===== src/rtl/memory_arb2.sv =====
// memory_arb2: one block-RAM array shared by two requester ports (A, B) with
// byte-enable writes, a per-request req/gnt handshake and read-data valid strobes.
// Latency: read data and rvalid appear READ_LATENCY (1 or 2) cycles after acceptance.
// Backpressure: gnt is combinational; a losing port holds its request until granted.
//
// Ports (per requester X in {a, b}):
//   X_req/X_we/X_addr/X_data/X_be : request, write(1)/read(0), word address,
//                                   write data, byte enables (bit i -> data[8i+7:8i])
//   X_gnt                         : combinational grant; accept = req & gnt at clk edge
//   X_rvalid/X_rdata              : one-cycle read-return strobe; rdata holds otherwise
//   clk, rst                      : single clock, synchronous active-high reset
// Optional feature macro: MEMORY_ARB2_ROUND_ROBIN_EN
//   defined   -> round-robin on ties (last-winner register, A preferred after reset)
//   undefined -> fixed priority, A always wins a tie

module memory_arb2 #(
  parameter     FILE_NAME    = "mem_init.mif",
  parameter int ADDR_WIDTH   = 6,
  parameter int DATA_WIDTH   = 16,
  parameter int BE_WIDTH     = DATA_WIDTH / 8,
  parameter int READ_LATENCY = 1
) (
  input  logic                  clk,
  input  logic                  rst,
  input  logic                  a_req,
  input  logic                  a_we,
  input  logic [ADDR_WIDTH-1:0] a_addr,
  input  logic [DATA_WIDTH-1:0] a_data,
  input  logic [BE_WIDTH-1:0]   a_be,
  output logic                  a_gnt,
  output logic                  a_rvalid,
  output logic [DATA_WIDTH-1:0] a_rdata,
  input  logic                  b_req,
  input  logic                  b_we,
  input  logic [ADDR_WIDTH-1:0] b_addr,
  input  logic [DATA_WIDTH-1:0] b_data,
  input  logic [BE_WIDTH-1:0]   b_be,
  output logic                  b_gnt,
  output logic                  b_rvalid,
  output logic [DATA_WIDTH-1:0] b_rdata
);

  localparam int DEPTH = 1 << ADDR_WIDTH;

  (* ram_init_file = FILE_NAME *) logic [DATA_WIDTH-1:0] r_mem [DEPTH];

  logic w_a_gnt;
  logic w_b_gnt;

`ifdef MEMORY_ARB2_ROUND_ROBIN_EN
  // r_prefer_b=1 means A won the last grant, so B takes the next tie.
  logic r_prefer_b;

  always_comb begin
    w_a_gnt = 1'b0;
    w_b_gnt = 1'b0;
    if (!rst) begin
      if (a_req && b_req) begin
        w_a_gnt = !r_prefer_b;
        w_b_gnt = r_prefer_b;
      end else begin
        w_a_gnt = a_req;
        w_b_gnt = b_req;
      end
    end
  end

  always_ff @(posedge clk) begin
    if (rst) begin
      r_prefer_b <= 1'b0;
    end else if (w_a_gnt) begin
      r_prefer_b <= 1'b1;
    end else if (w_b_gnt) begin
      r_prefer_b <= 1'b0;
    end
  end
`else
  always_comb begin
    w_a_gnt = !rst && a_req;
    w_b_gnt = !rst && b_req && !a_req;
  end
`endif

  assign a_gnt = w_a_gnt;
  assign b_gnt = w_b_gnt;

  // Single array access path, steered by whichever port holds the grant.
  logic                  w_acc;
  logic                  w_we;
  logic [ADDR_WIDTH-1:0] w_addr;
  logic [DATA_WIDTH-1:0] w_wdata;
  logic [BE_WIDTH-1:0]   w_be;
  logic                  w_rd_a;
  logic                  w_rd_b;
  logic [DATA_WIDTH-1:0] w_rd_word;

  assign w_acc     = w_a_gnt || w_b_gnt;
  assign w_we      = w_b_gnt ? b_we   : a_we;
  assign w_addr    = w_b_gnt ? b_addr : a_addr;
  assign w_wdata   = w_b_gnt ? b_data : a_data;
  assign w_be      = w_b_gnt ? b_be   : a_be;
  assign w_rd_a    = w_a_gnt && !a_we;
  assign w_rd_b    = w_b_gnt && !b_we;
  assign w_rd_word = r_mem[w_addr];

  // Array is deliberately not reset; gnt already excludes writes during rst.
  always_ff @(posedge clk) begin
    if (w_acc && w_we) begin
      for (int i = 0; i < BE_WIDTH; i++) begin
        if (w_be[i]) begin
          r_mem[w_addr][8*i +: 8] <= w_wdata[8*i +: 8];
        end
      end
    end
  end

  // Source feeding the per-port output registers: either the array word at
  // acceptance (latency 1) or one extra shared pipeline stage (latency 2).
  logic                  w_src_vld_a;
  logic                  w_src_vld_b;
  logic [DATA_WIDTH-1:0] w_src_dat;

  if (READ_LATENCY == 2) begin : g_lat2
    logic                  r_s1_vld_a;
    logic                  r_s1_vld_b;
    logic [DATA_WIDTH-1:0] r_s1_dat;

    always_ff @(posedge clk) begin
      if (rst) begin
        r_s1_vld_a <= 1'b0;
        r_s1_vld_b <= 1'b0;
        r_s1_dat   <= '0;
      end else begin
        r_s1_vld_a <= w_rd_a;
        r_s1_vld_b <= w_rd_b;
        if (w_rd_a || w_rd_b) begin
          r_s1_dat <= w_rd_word;
        end
      end
    end

    assign w_src_vld_a = r_s1_vld_a;
    assign w_src_vld_b = r_s1_vld_b;
    assign w_src_dat   = r_s1_dat;
  end else begin : g_lat1
    assign w_src_vld_a = w_rd_a;
    assign w_src_vld_b = w_rd_b;
    assign w_src_dat   = w_rd_word;
  end

  logic                  r_a_rvalid;
  logic                  r_b_rvalid;
  logic [DATA_WIDTH-1:0] r_a_rdata;
  logic [DATA_WIDTH-1:0] r_b_rdata;

  // rdata only loads on its own port's return, so it holds between strobes.
  always_ff @(posedge clk) begin
    if (rst) begin
      r_a_rvalid <= 1'b0;
      r_b_rvalid <= 1'b0;
      r_a_rdata  <= '0;
      r_b_rdata  <= '0;
    end else begin
      r_a_rvalid <= w_src_vld_a;
      r_b_rvalid <= w_src_vld_b;
      if (w_src_vld_a) begin
        r_a_rdata <= w_src_dat;
      end
      if (w_src_vld_b) begin
        r_b_rdata <= w_src_dat;
      end
    end
  end

  assign a_rvalid = r_a_rvalid;
  assign b_rvalid = r_b_rvalid;
  assign a_rdata  = r_a_rdata;
  assign b_rdata  = r_b_rdata;

endmodule


===== config.mk =====
export PLATFORM = sky130hd
export DESIGN_NAME = memory_arb2
export DESIGN_NICKNAME = d
export VERILOG_FILES = /design/src/rtl/memory_arb2.sv
export SDC_FILE = /design/constraint.sdc
export NUM_CORES = 1
export LEC_CHECK = 0
export CAP_MARGIN = 20
export CORE_AREA = 2 2 368 370
export DETAILED_ROUTE_END_ITERATION = 7
export DIE_AREA = 0 0 370 372
export PLACE_DENSITY = 0.5
export SLEW_MARGIN = 10
export SYNTH_ARGS = -nofsm -noshare
export SYNTH_HDL_FRONTEND = slang
export SYNTH_SLANG_ARGS = --single-unit

===== constraint.sdc =====
create_clock -name clk -period 4.4 [get_ports clk]
set_input_delay 0.66 -clock clk [delete_from_list [all_inputs] [get_ports clk]]
set_output_delay 0.66 -clock clk [all_outputs]
set_load 0.005 [all_outputs]

* After elaboration in Yosys (flattened, before gate mapping) *
Memory sizes are Yosys's and may differ from the RTL's.
Cells that the tools add are included.

operators by class
  mux-type cells = 10
  reductions and logical operators = 11

operators by type and width
  operator           count
  $mux 16            1
  $mux 1             7
  $logic_and 1x1->1  6
  $mux 6             1
  $logic_not 1->1    4
  $mux 2             1
  $logic_or 1x1->1   1

word-level totals
  bits in registers = 34
  bits in writable memories = 1024
  input bits = 54
  output and inout bits = 36
  logic and storage cells = 26
  memories = 1

memories
  name   depth  width  read ports  clocked after Yosys merged registers in  write ports  RTL line  source
  r_mem  64     16     1           0                                        1            45        (* ram_init_file = FILE_NAME *) logic [DATA_WIDTH-1:0] r_mem [DEPTH];

* Depth between registers and ports, before layout *
Gate-level depths: netlist of the first run.

  depth after elaboration = 7
  gate-level depth with buffers = 12

* Worst setup path after synthesis of the first run *
Ideal clock, no wire load.

  path type = input port to flip-flop
  start point = input rst
  end point = memory r_mem[0][0] (enable)
  setup time = 370 ps
  data arrival time = 2848 ps
  required time = 4030 ps
  path slack = 1182 ps
  cell stages on the path = 8
  path through = nor3b_4 -> buf_6 -> buf_6 -> mux2_2 -> nor2_1 -> clkbuf_1 -> nand2_1 -> nor2_1

between the ends
  word-level cells in the longest chain between the ends = 7
  elaborated cells on any way between the ends = 12
  classes of those cells = 6 x mux; 6 x reduce/logical

RTL lines
  what                                                RTL line  source
  from (decl)                                         24        input logic rst,
  $logic_not 1->1 *                                   79, 80
  $logic_and 1x1->1 (2 in a row)                      80        w_b_gnt = !rst && b_req && !a_req;
  $mux 2 (tied with other cells)                      101       assign w_be = w_b_gnt ? b_be : a_be;
  $mux 1 / $logic_and 1x1->1 (equally long branches)  110, 108
  $mux 1                                              108       if (w_acc && w_we) begin
  $mux 1 (not written as such)                        111       r_mem[w_addr][8*i +: 8] <= w_wdata[8*i +: 8];
  to (decl)                                           45

Mark *: on every way between the ends. The rest lies on a longest branch, timed or not.

* Final worst setup path of the first run *
  start point = input rst
  end point = register r_b_rdata[10] (netlist: b_rdata[10])

between the ends
  word-level cells in the longest chain between the ends = 5
  elaborated cells on any way between the ends = 6
  classes of those cells = 1 x mux; 4 x reduce/logical; 1 x memory

RTL lines
  what                            RTL line  source
  $logic_not 1->1                 80
  $logic_and 1x1->1 (2 in a row)  80
  $mux 6                          99        assign w_addr = w_b_gnt ? b_addr : a_addr;
  $mem_v2 64x16                   --
  to (signal assigned)            170       r_b_rdata <= w_src_dat;
  to (decl)                       154       logic [DATA_WIDTH-1:0] r_b_rdata;

Several ways; a longest one is shown, not always the timed one.
A chain may end at the register's enable or synchronous reset.

==> results of run 1 <==
routing by layer:
layer	share of wire (%)	up-vias
met4	1.8	4
met1	43	12100
li1	-	10200
met5	0.023	-
met2	49	875
met3	6.4	133
cells in the mapped netlist (4+ instances only):
library cell | number | area [sq um]
edfxtp_1 | 1024 | 30700
a22oi_1 | 240 | 1800
a221oi_1 | 178 | 1560
nor2_1 | 145 | 544
clkbuf_1 | 89 | 334
a22o_1 | 82 | 718
buf_2 | 45 | 225
nand2_1 | 45 | 169
o211ai_1 | 43 | 323
mux2i_1 | 42 | 420
nand3b_1 | 38 | 285
a31oi_1 | 35 | 219
dfxtp_1 | 34 | 681
nand3_1 | 33 | 165
o21ai_1 | 32 | 160
mux2_2 | 29 | 327
o21ai_0 | 22 | 110
a21oi_1 | 15 | 75.1
o22ai_1 | 15 | 93.8
buf_1 | 14 | 52.6
nor4_2 | 12 | 150
a222oi_1 | 8 | 80.1
nand2b_1 | 8 | 50.1
nor3b_1 | 8 | 60.1
nor3_1 | 7 | 35.0
inv_1 | 6 | 22.5
and3_1 | 4 | 25.0
buf_6 | 4 | 45.0
o31ai_1 | 4 | 30.0
state kept, by name, summed over array words and instances, names as in the netlist:
| register | cells |
|---|---|
| r_mem | 1024 |
| a_rdata | 16 |
| b_rdata | 16 |
| a_rvalid | 1 |
| b_rvalid | 1 |
stage by stage:
step | TNS [ns] | util (%) | area, sq um | total power, W
global route | 0 | 35.8 | 48100 | 0.0223
finish | 0 | 35.8 | 48100 | 0.0217
detailed placement | -1.26 | 33.2 | 44600 | 0.0129
CTS | 0 | 35.8 | 48100 | 0.0219
floorplan | 0 | - | 39800 | 0.0121
global placement | -1.28 | 33.2 | 44600 | 0.0128
worst paths after layout:
path	end	slack, ns
max reg2reg	a_rdata[0]	1.84
max	b_rdata[10]	0.37
min reg2reg	b_rdata[6]	0.48
min	b_rdata[6]	0.48
power by group through the flow:
stage          clock network [W]  logic (W)  registers (W)
6_report                 0.00908    0.00146         0.0112
5_1_grt                  0.00961    0.00156         0.0112
4_1_cts                  0.00923    0.00148         0.0112
3_5_place_dp                   0    0.00148         0.0114
3_3_place_gp                   0    0.00146         0.0114
2_1_floorplan                  0   0.000698         0.0114
layout by cell type, fill, tap and decap left out, types with 4 or more instances in the layout:
master	Yosys	final
nand3b_1	38	38
o21ai_0	22	22
nand2b_1	8	7
and3_1	4	4
buf_4	1	250
mux2_4	1	4
bufinv_16	0	13
clkdlybuf4s50_1	0	89
a221oi_1	178	178
nor4_2	12	12
mux2i_4	0	10
o31ai_1	4	4
mux2_2	29	27
nand3_1	33	33
clkinv_1	0	15
a22oi_1	240	240
nand2_1	45	45
a21oi_1	15	13
dfxtp_1	34	34
nor3_1	7	7
o22ai_1	15	15
a31oi_1	35	35
edfxtp_1	1024	1024
clkinv_2	0	26
a222oi_1	8	8
inv_1	6	6
o21ai_1	32	32
nor2_1	145	144
mux2i_1	42	34
clkinvlp_4	0	4
clkbuf_16	0	107
o211ai_1	43	43
a22o_1	82	82
nor3b_1	8	8
clkbuf_1	89	21
buf_12	0	21
cell type report:
cell class	instances	area, sq um	area share (%)
clock inverter	66	721	1.50
timing repair buffer	360	3190	6.62
tap	1781	2230	4.63
inverter	6	22.5	0.0468
multi-input combinational	1070	7780	16.2
clock buffer	129	2770	5.75
sequential	1058	31400	65.3
worst min-delay path, stage by stage (launching register included):
cell and delay [ns]:
dfxtp_1 0.31, nand3b_1 0.07, o21ai_1 0.05
cells by family after synthesis:
logic type	synth area share, %
compound gates	13.2
flops	79.1
mux	2.04
simple gates	3.94
buf+inv	1.73
==> results.sh, run 1 <==
export IMPL_cp_max_fo=47
export IMPL_cts_buffers=104
export IMPL_p_leak_nw=15.0
export IMPL_coreArea_sq_um=134000
export IMPL_synthArstFlopShare_pct=0
export IMPL_first_pass_iters=5
export IMPL_worst_path_buf_inv=3
export IMPL_power_frac_comb_pct=6.8
export IMPL_grt_max_degree=65
export IMPL_path_clk_slew_ns=0.06
export IMPL_syn_num_nets=2341
export IMPL_drtIter0Drc=2253
export IMPL_overflow=0
export IMPL_cts_setup_buffers=0
export IMPL_htree_levels=3
export IMPL_ys_seq_area_share_pct=79.1
export IMPL_placed_cells=4275
export IMPL_grt_use_total_pct=16.8
export IMPL_clockBufferDepth=3
export IMPL_synth_edf_count=1024
export IMPL_io_pins=90
export IMPL_outcome="complete, no violations"
export IMPL_finalNonFillerCells=4470
export IMPL_worstMarginPinSlew_ns=0.997
export IMPL_initial_core_util_pct=29.6
export IMPL_row_count=135
export IMPL_critPathTopFamily="compound AO/OA/AOI/OAI gates"
export IMPL_period_minus_slack_ns=4.03
export IMPL_p_clk_share_pct=41.8
export IMPL_nets=2654
export IMPL_max_freq_mhz=248
export IMPL_ir_worst_vdd_mv=0.344
export IMPL_critPathLaunch="rst"
export IMPL_detailed_place_hpwl_um=75900
export IMPL_routed_via_density=5.22
export IMPL_globalRouteMet2Util_pct=28.1
export IMPL_dieArea_sq_um=138000
export IMPL_worst_r2r_path_depth=10
export IMPL_p_sw_w=0.00483
export IMPL_crit_chain="clkdlybuf4s50_1 -> nor3b_4 -> buf_12 -> mux2_4 -> buf_4 -> a22o_1 -> a221oi_1 -> o21ai_0 -> a221oi_1 -> and3_1 -> o21ai_1"
export IMPL_place_ws_ns=-0.328
export IMPL_grtUsageMet3_pct=2.63
export IMPL_fillCellCount=12500
export IMPL_drv_slew=0
export IMPL_min_path_cells=2
export IMPL_ys_warn_count=0
export IMPL_routed_via_count=23400
export IMPL_relSlewSlack_pct=33.5
export IMPL_rsz0062_at_grt="false"
export IMPL_cap_viol_max_count=0
export IMPL_worstHoldStart="b_rdata[6]"
export IMPL_crit_top_cell="a221oi_1"
export IMPL_drc=0
export IMPL_wl_per_cell_um=26.3
export IMPL_p_seq_share_pct=51.4
export IMPL_drt_wl_total_um=118000
export IMPL_critPathLaunchType="input port"
export IMPL_setup_ws_ns=0.367
export IMPL_synth_cell_types=46
export IMPL_met1_usage_pct=22.9
export IMPL_clk_latency_ns=0.70
export IMPL_hold_buffers=0
export IMPL_yosys_register_bits=1058
export IMPL_hold_slack_ns=0.484
export IMPL_cpMaxStageDelayCell="a221oi_1"
export IMPL_required_ns=4.94
export IMPL_area_growth_pct=21.1
export IMPL_path_depth=11
export IMPL_path_class="input port to register"
export IMPL_grt_pass1_vias=23600
export IMPL_intPower_w=0.0169
export IMPL_cts_tree="yes"
export IMPL_setup_viol=0
export IMPL_post_route_cells_drive_above_1_share_pct=18.3
export IMPL_cpPeakStageDelay_ns=0.71
export IMPL_finalClockSkew_ns=0.0423
export IMPL_switching_share_pct=22.3
export IMPL_r2r_start="r_mem[16][0]"
export IMPL_finalCritPeriodShare_pct=91.7
export IMPL_synthCells=2287
export IMPL_antenna_found_initial=3
export IMPL_hold_viol=0
export IMPL_antennaDiodeCount=0
export IMPL_grt_pass1_wl_um=169000
export IMPL_cts_resized=0
export IMPL_die_h_um=372
export IMPL_hold_class="register to register"
export IMPL_crit_path_end_kind="register"
export IMPL_synthFlopType="edfxtp_1"
export IMPL_fp_dieW_um=370
export IMPL_root_buffer="clkbuf_16"
export IMPL_synth_avg_cell_area_sq_um=17.4
export IMPL_powerDensity_nw_per_um2=451
export IMPL_portBuffers=89
export IMPL_gp_congestion=0.841
export IMPL_cp_arrival_ns=4.57
export IMPL_cts_sinks=1058
export IMPL_gr_max_usage_layer="met2"
export IMPL_ant_nets=0
export IMPL_netlist_area_sq_um=39800
No activity file was read; power rests on OpenSTA's default activity.
==> run 2: changes to the inputs <==
SKIP_CTS_REPAIR_TIMING = 1   (was default)
==> results of run 2 <==
The final DEF is identical to that of run 1; final timing and power are the same.
